===== src/rtl/stream_mux_n.sv =====
// N-channel registered stream multiplexer with valid/ready handshake, external-select or round-robin grant.
// Optional packet lock (a started packet keeps its channel until its last beat) enabled by MUX_PKT_LOCK_EN.
module stream_mux_n #(
    parameter int N    = 4,
    parameter int W    = 8,
    parameter int MODE = 0,
    localparam int SW  = (N > 1) ? $clog2(N) : 1
) (
    input  logic            clk,
    input  logic            rst,
    input  logic [N*W-1:0]  in_data,
    input  logic [N-1:0]    in_valid,
    input  logic [N-1:0]    in_last,
    output logic [N-1:0]    in_ready,
    input  logic [SW-1:0]   sel,
    output logic [W-1:0]    out_data,
    output logic            out_valid,
    output logic            out_last,
    output logic [SW-1:0]   out_ch,
    input  logic            out_ready
);

    localparam int unsigned NU = N;

    logic          load_en;
    logic          accept;
    logic [SW-1:0] rr_ptr;
    logic [SW-1:0] ext_g;
    logic          ext_v;
    logic [SW-1:0] rr_g;
    logic          rr_v;
    logic [SW-1:0] g;
    logic          grant_valid;
    logic [SW-1:0] g_next;
    logic [W-1:0]  g_data;
    logic          g_last;

`ifdef MUX_PKT_LOCK_EN
    typedef enum logic {LK_FREE, LK_HELD} lock_t;
    lock_t         lock_state;
    logic [SW-1:0] lock_ch;
    logic          lock_v;

    always_comb begin
        lock_v = 1'b0;
        for (int unsigned i = 0; i < NU; i++) begin
            if (lock_ch == SW'(i)) lock_v = in_valid[i];
        end
    end
`endif

    assign load_en = !rst && (!out_valid || out_ready);
    assign accept  = load_en && grant_valid;
    assign g_next  = (g == SW'(NU - 1)) ? '0 : g + SW'(1);

    // Out-of-range sel never matches a channel, so it simply yields no grant.
    always_comb begin
        ext_g = sel;
        ext_v = 1'b0;
        for (int unsigned i = 0; i < NU; i++) begin
            if (sel == SW'(i)) ext_v = in_valid[i];
        end
    end

    // Round-robin: the valid channel at the smallest wrapped distance from rr_ptr wins.
    always_comb begin
        int unsigned p;
        int unsigned d;
        int unsigned best;
        p    = 32'(rr_ptr);
        d    = 0;
        best = NU;
        rr_g = '0;
        rr_v = 1'b0;
        for (int unsigned i = 0; i < NU; i++) begin
            d = (i >= p) ? (i - p) : (i + NU - p);
            if (in_valid[i] && (d < best)) begin
                best = d;
                rr_g = SW'(i);
                rr_v = 1'b1;
            end
        end
    end

    always_comb begin
        if (MODE == 1) begin
            g           = rr_g;
            grant_valid = rr_v;
        end else begin
            g           = ext_g;
            grant_valid = ext_v;
        end
`ifdef MUX_PKT_LOCK_EN
        if (lock_state == LK_HELD) begin
            g           = lock_ch;
            grant_valid = lock_v;
        end
`endif
    end

    always_comb begin
        g_data = '0;
        g_last = 1'b0;
        for (int unsigned i = 0; i < NU; i++) begin
            if (g == SW'(i)) begin
                g_data = in_data[i*W +: W];
                g_last = in_last[i];
            end
        end
    end

    always_comb begin
        in_ready = '0;
        for (int unsigned i = 0; i < NU; i++) begin
            in_ready[i] = accept && (g == SW'(i));
        end
    end

    always_ff @(posedge clk) begin
        if (rst) begin
            out_valid  <= 1'b0;
            out_data   <= '0;
            out_last   <= 1'b0;
            out_ch     <= '0;
            rr_ptr     <= '0;
`ifdef MUX_PKT_LOCK_EN
            lock_state <= LK_FREE;
            lock_ch    <= '0;
`endif
        end else if (load_en) begin
            out_valid <= grant_valid;
            if (grant_valid) begin
                out_data <= g_data;
                out_last <= g_last;
                out_ch   <= g;
`ifdef MUX_PKT_LOCK_EN
                // rr_ptr stays frozen for the body of a locked packet.
                if (lock_state == LK_HELD) begin
                    if (g_last) begin
                        lock_state <= LK_FREE;
                        rr_ptr     <= g_next;
                    end
                end else begin
                    rr_ptr <= g_next;
                    if (!g_last) begin
                        lock_state <= LK_HELD;
                        lock_ch    <= g;
                    end
                end
`else
                rr_ptr <= g_next;
`endif
            end
        end
    end

endmodule


===== config.mk =====
export PLATFORM = sky130hd
export DESIGN_NAME = stream_mux_n
export DESIGN_NICKNAME = d
export VERILOG_FILES = /design/src/rtl/stream_mux_n.sv
export SDC_FILE = /design/constraint.sdc
export NUM_CORES = 1
export LEC_CHECK = 0
export ABC_AREA = 1
export BUFFER_PORTS_ARGS = -buffer_cell sky130_fd_sc_hd__buf_2
export CORE_MARGIN = 5
export CORE_UTILIZATION = 40
export CTS_CLUSTER_DIAMETER = 30
export DETAILED_ROUTE_END_ITERATION = 8
export GPL_TIMING_DRIVEN = 0
export PLACE_DENSITY = 0.85
export SETUP_SLACK_MARGIN = 0.5
export SYNTH_ARGS = -nofsm -noshare
export SYNTH_HDL_FRONTEND = slang
export SYNTH_SLANG_ARGS = --single-unit

===== constraint.sdc =====
create_clock -name clk -period 1.8 [get_ports clk]
set_clock_uncertainty 0.2 [all_clocks]
set_input_delay 0.09 -clock clk [delete_from_list [all_inputs] [get_ports clk]]
set_output_delay 0.09 -clock clk [all_outputs]
set_load 0.005 [all_outputs]

==> impl_metrics.py <==
metrics = {
    "clock_network": {
        "cts_tree": "built",
        "clk_pin_slew_ps": 60,
        "clock_sinks": 12,
        "clkLatencyLatePin_ps": 250,
        "cts_buffers": 3,
        "root_buffer": "clkbuf_4",
        "cts_max_path_buffers": 2,
        "htreeDepth": 1,
    },
    "power": {
        "power.density_mw_per_mm2": 530.0,
        "p_clk_share_pct": 19.6,
        "p_leak_nw": 0.7717,
        "peakVddDrop_mv": 0.4200,
        "seqPwrFrac_pct": 40.4,
        "p_int_w": 0.0005137,
        "switching_power_w": 0.0002337,
        "p_comb_share_pct": 40.1,
        "finalPower_w": 0.0007474,
        "switching_share_pct": 31.27,
    },
    "sta": {
        "hold_ws_ps": -0.6455,
        "report.final.hold_viol_count": 1,
        "min_period_over_period_pct": 82.78,
        "final-max-slew-violation-count": 0,
        "tightestPinTransition_ps": 337.9,
        "setup_tns_ps": 0,
        "relSlewSlack_pct": 77.45,
        "finalSetupViolCount": 0,
        "rsz0062_at_grt": "yes",
        "max_freq_ghz": 0.6712,
        "final.min_clock_period_ps": 1490,
    },
    "logic_synthesis": {
        "yosysTopAreaCell": "dfxtp_1",
        "yosys-top-cells-count": "45 x nand2_1, 26 x nor2_1, 12 x dfxtp_1, 12 x inv_1, 10 x nand3_1",
        "netlist_top_cells_area": "dfxtp_1 28%, nand2_1 19%, nor2_1 11%",
        "yosysWarnings": 0,
        "avgSynthCellArea_sq_um": 6.141,
        "synth-edff-count": 0,
        "yosysSeqAreaShare_pct": 27.55,
        "synthFlopType": "dfxtp_1",
        "synth_top_area_share_pct": 27.55,
        "synth_fp_nets": 187,
        "synth.most_common_cell": "nand2_1",
        "synth.distinct_cells": 20,
        "ys_ff_latch": 12,
        "netlist_area_sq_um": 872.1,
        "synth_cells": 142,
        "async_reset_ff_share_pct": 0,
    },
    "layout": {
        "n_antenna_cell": 0,
        "nets": 262,
        "drive_gt1_share_pct": 47.91,
        "final_util_pct": 65.64,
        "syn2layout_area_growth_pct": 61.69,
    },
    "global_routing": {
        "grt_usage_pct": 15.88,
        "first_global_vias": 982,
        "grt_max_degree": 11,
        "antenna_found_initial": 0,
        "overflow": 0,
        "grt_pass1_wl_um": 4195,
    },
    "detailed_routing": {
        "initialDrtViolationCount": 59,
        "finalWirelength_um": 2675,
        "drtAntennaViolNets": 0,
        "drtPass1Iterations": 5,
        "route.detailed.drc": 0,
        "vias": 1100,
        "wl_per_cell_um": 11.01,
        "vias_per_cell": 4.527,
    },
    "setup_path": {
        "worstPathArrival_ps": 1200,
        "r2r_end": "out_data[0]$_SDFFE_PP0P_",
        "worstPathRequired_ps": 1510,
        "end_kind": "output port",
        "reg2reg_from": "out_valid$_SDFFE_PP0P_",
        "critPathKind": "flip-flop to output port",
        "r2r_slack_ps": 370,
        "startpoint_type": "flip-flop",
        "cp_max_fo": 4,
        "r2r_cells": 7,
    },
    "hold_path": {
        "holdPathEnd": "out_valid$_SDFFE_PP0P_",
        "hold-path-cell-count": 4,
        "min_path_type": "input port to flip-flop",
        "hold_start": "out_ready",
    },
    "placed_design": {
        "dp_hpwl_um": 1931,
        "place_congestion": 0.7904,
        "portBuffers": 58,
    },
    "floorplanning": {
        "start_util_pct": 40.59,
        "die_area_sq_mm": 0.003214,
        "row_count": 17,
        "coreArea_sq_mm": 0.002148,
        "die_h_um": 56.69,
        "dieWidth_um": 56.69,
        "io_pins": 61,
    },
    "flow_run": {
        "drv_cap": 0,
    },
    "outcome": {
        "status": "finished with violations",
        "violations": "hold timing",
    },
}
-- cells in the final DEF, fill, tap and decap left out, drive strengths merged --
master       synthesis  final
o21ai                1      1
a21oi                8      8
inv                 15     15
clkinv               1      1
nor2                29     29
nand2               53     53
dlygate4sd3          0      3
dfxtp               12     12
nand3b               1      1
nor3                 1      1
nand4                5      5
clkbuf               0      3
buf                  5     72
nand3               11     11
-- metrics by stage --
| step | setup WS [ps] | std cells | hold slack (ps) | instance area (sq um) |
|---|---|---|---|---|
| finish | 310.0 | 243 | -0.6455 | 1410 |
| global placement | 421.4 | 228 | 129.9 | 1201 |
| CTS | 330.7 | 240 | -54.74 | 1324 |
| detailed placement | 421.7 | 228 | 125.1 | 1201 |
| floorplan | 578.0 | 142 | -40.93 | 875.8 |
| global route | 243.0 | 243 | 27.32 | 1410 |
-- worst max path at each step --
| stage | from | slack (ps) | depth (start not counted) | to |
|---|---|---|---|---|
| 2_1_floorplan | out_valid$_SDFFE_PP0P_ | 580 | 4 | in_ready[2] |
| 3_3_place_gp | out_valid$_SDFFE_PP0P_ | 420 | 5 | in_ready[2] |
| 3_5_place_dp | out_valid$_SDFFE_PP0P_ | 420 | 5 | in_ready[1] |
| 4_1_cts | out_valid$_SDFFE_PP0P_ | 330 | 5 | in_ready[0] |
| 5_1_grt | out_valid$_SDFFE_PP0P_ | 240 | 5 | in_ready[0] |
| 6_report | out_valid$_SDFFE_PP0P_ | 310 | 5 | in_ready[0] |
-- power by group through the flow --
stage | Clock (W) | Combinational (W) | Sequential [W]
after detailed placement | 0 | 0.000236 | 0.000307
after CTS | 0.000155 | 0.000264 | 0.000301
final | 0.000146 | 0.000300 | 0.000302
after global routing | 0.000168 | 0.000335 | 0.000305
after global placement | 0 | 0.000235 | 0.000306
after floorplan | 0 | 0.000140 | 0.000309
-- flip-flops by register name, indices dropped and copies added (netlist names) --
signal / count
out_ch: 2
out_valid: 1
out_last: 1
out_data: 8
-- what timing repair did --
action | 4_1_cts | 5_1_grt
gates cloned | 0 | 0
pin swaps | 6 | 8
resized for setup | 6 | 17
buffers inserted | 6 | 3
hold endpoints to repair | 5 | 0
hold buffers | 3 | 0
endpoints found under the setup margin | 6 | 13
-- layout make-up --
class | instances | area, sq um
Buffer | 5 | 60.06
Clock buffer | 3 | 22.52
Fill cell | 174 | 738.2
Inverter | 16 | 60.06
Multi-Input combinational cell | 109 | 588.1
Sequential cell | 12 | 241.5
Tap cell | 28 | 35.03
Timing Repair Buffer | 70 | 402.9
-- routing by layer --
metal  up-vias  share of wire (%)  global-route usage, %
met3         4                8.1                  3.678
li1        588                  -                      -
met4         0                1.0                  5.763
met2        39                 50                  25.91
met1       469                 41                  20.14
met5         -                  0                      0
-- critical path, cell delays in order (launching register included) --
cell and delay (ps):
dfxtp_2 340, a21oi_4 200, nand2_4 70, buf_8 130, nor3_4 90, buf_2 130
-- cells by family (layout without fill, tap and decap cells) --
family / Yosys count / in the layout / share of synthesized area, %
compound gates: 9 / 9 / 5.165
simple gates: 100 / 100 / 54.23
buf+inv: 21 / 94 / 13.05
flops: 12 / 12 / 27.55
No activity file was read; power rests on OpenSTA's default activity.
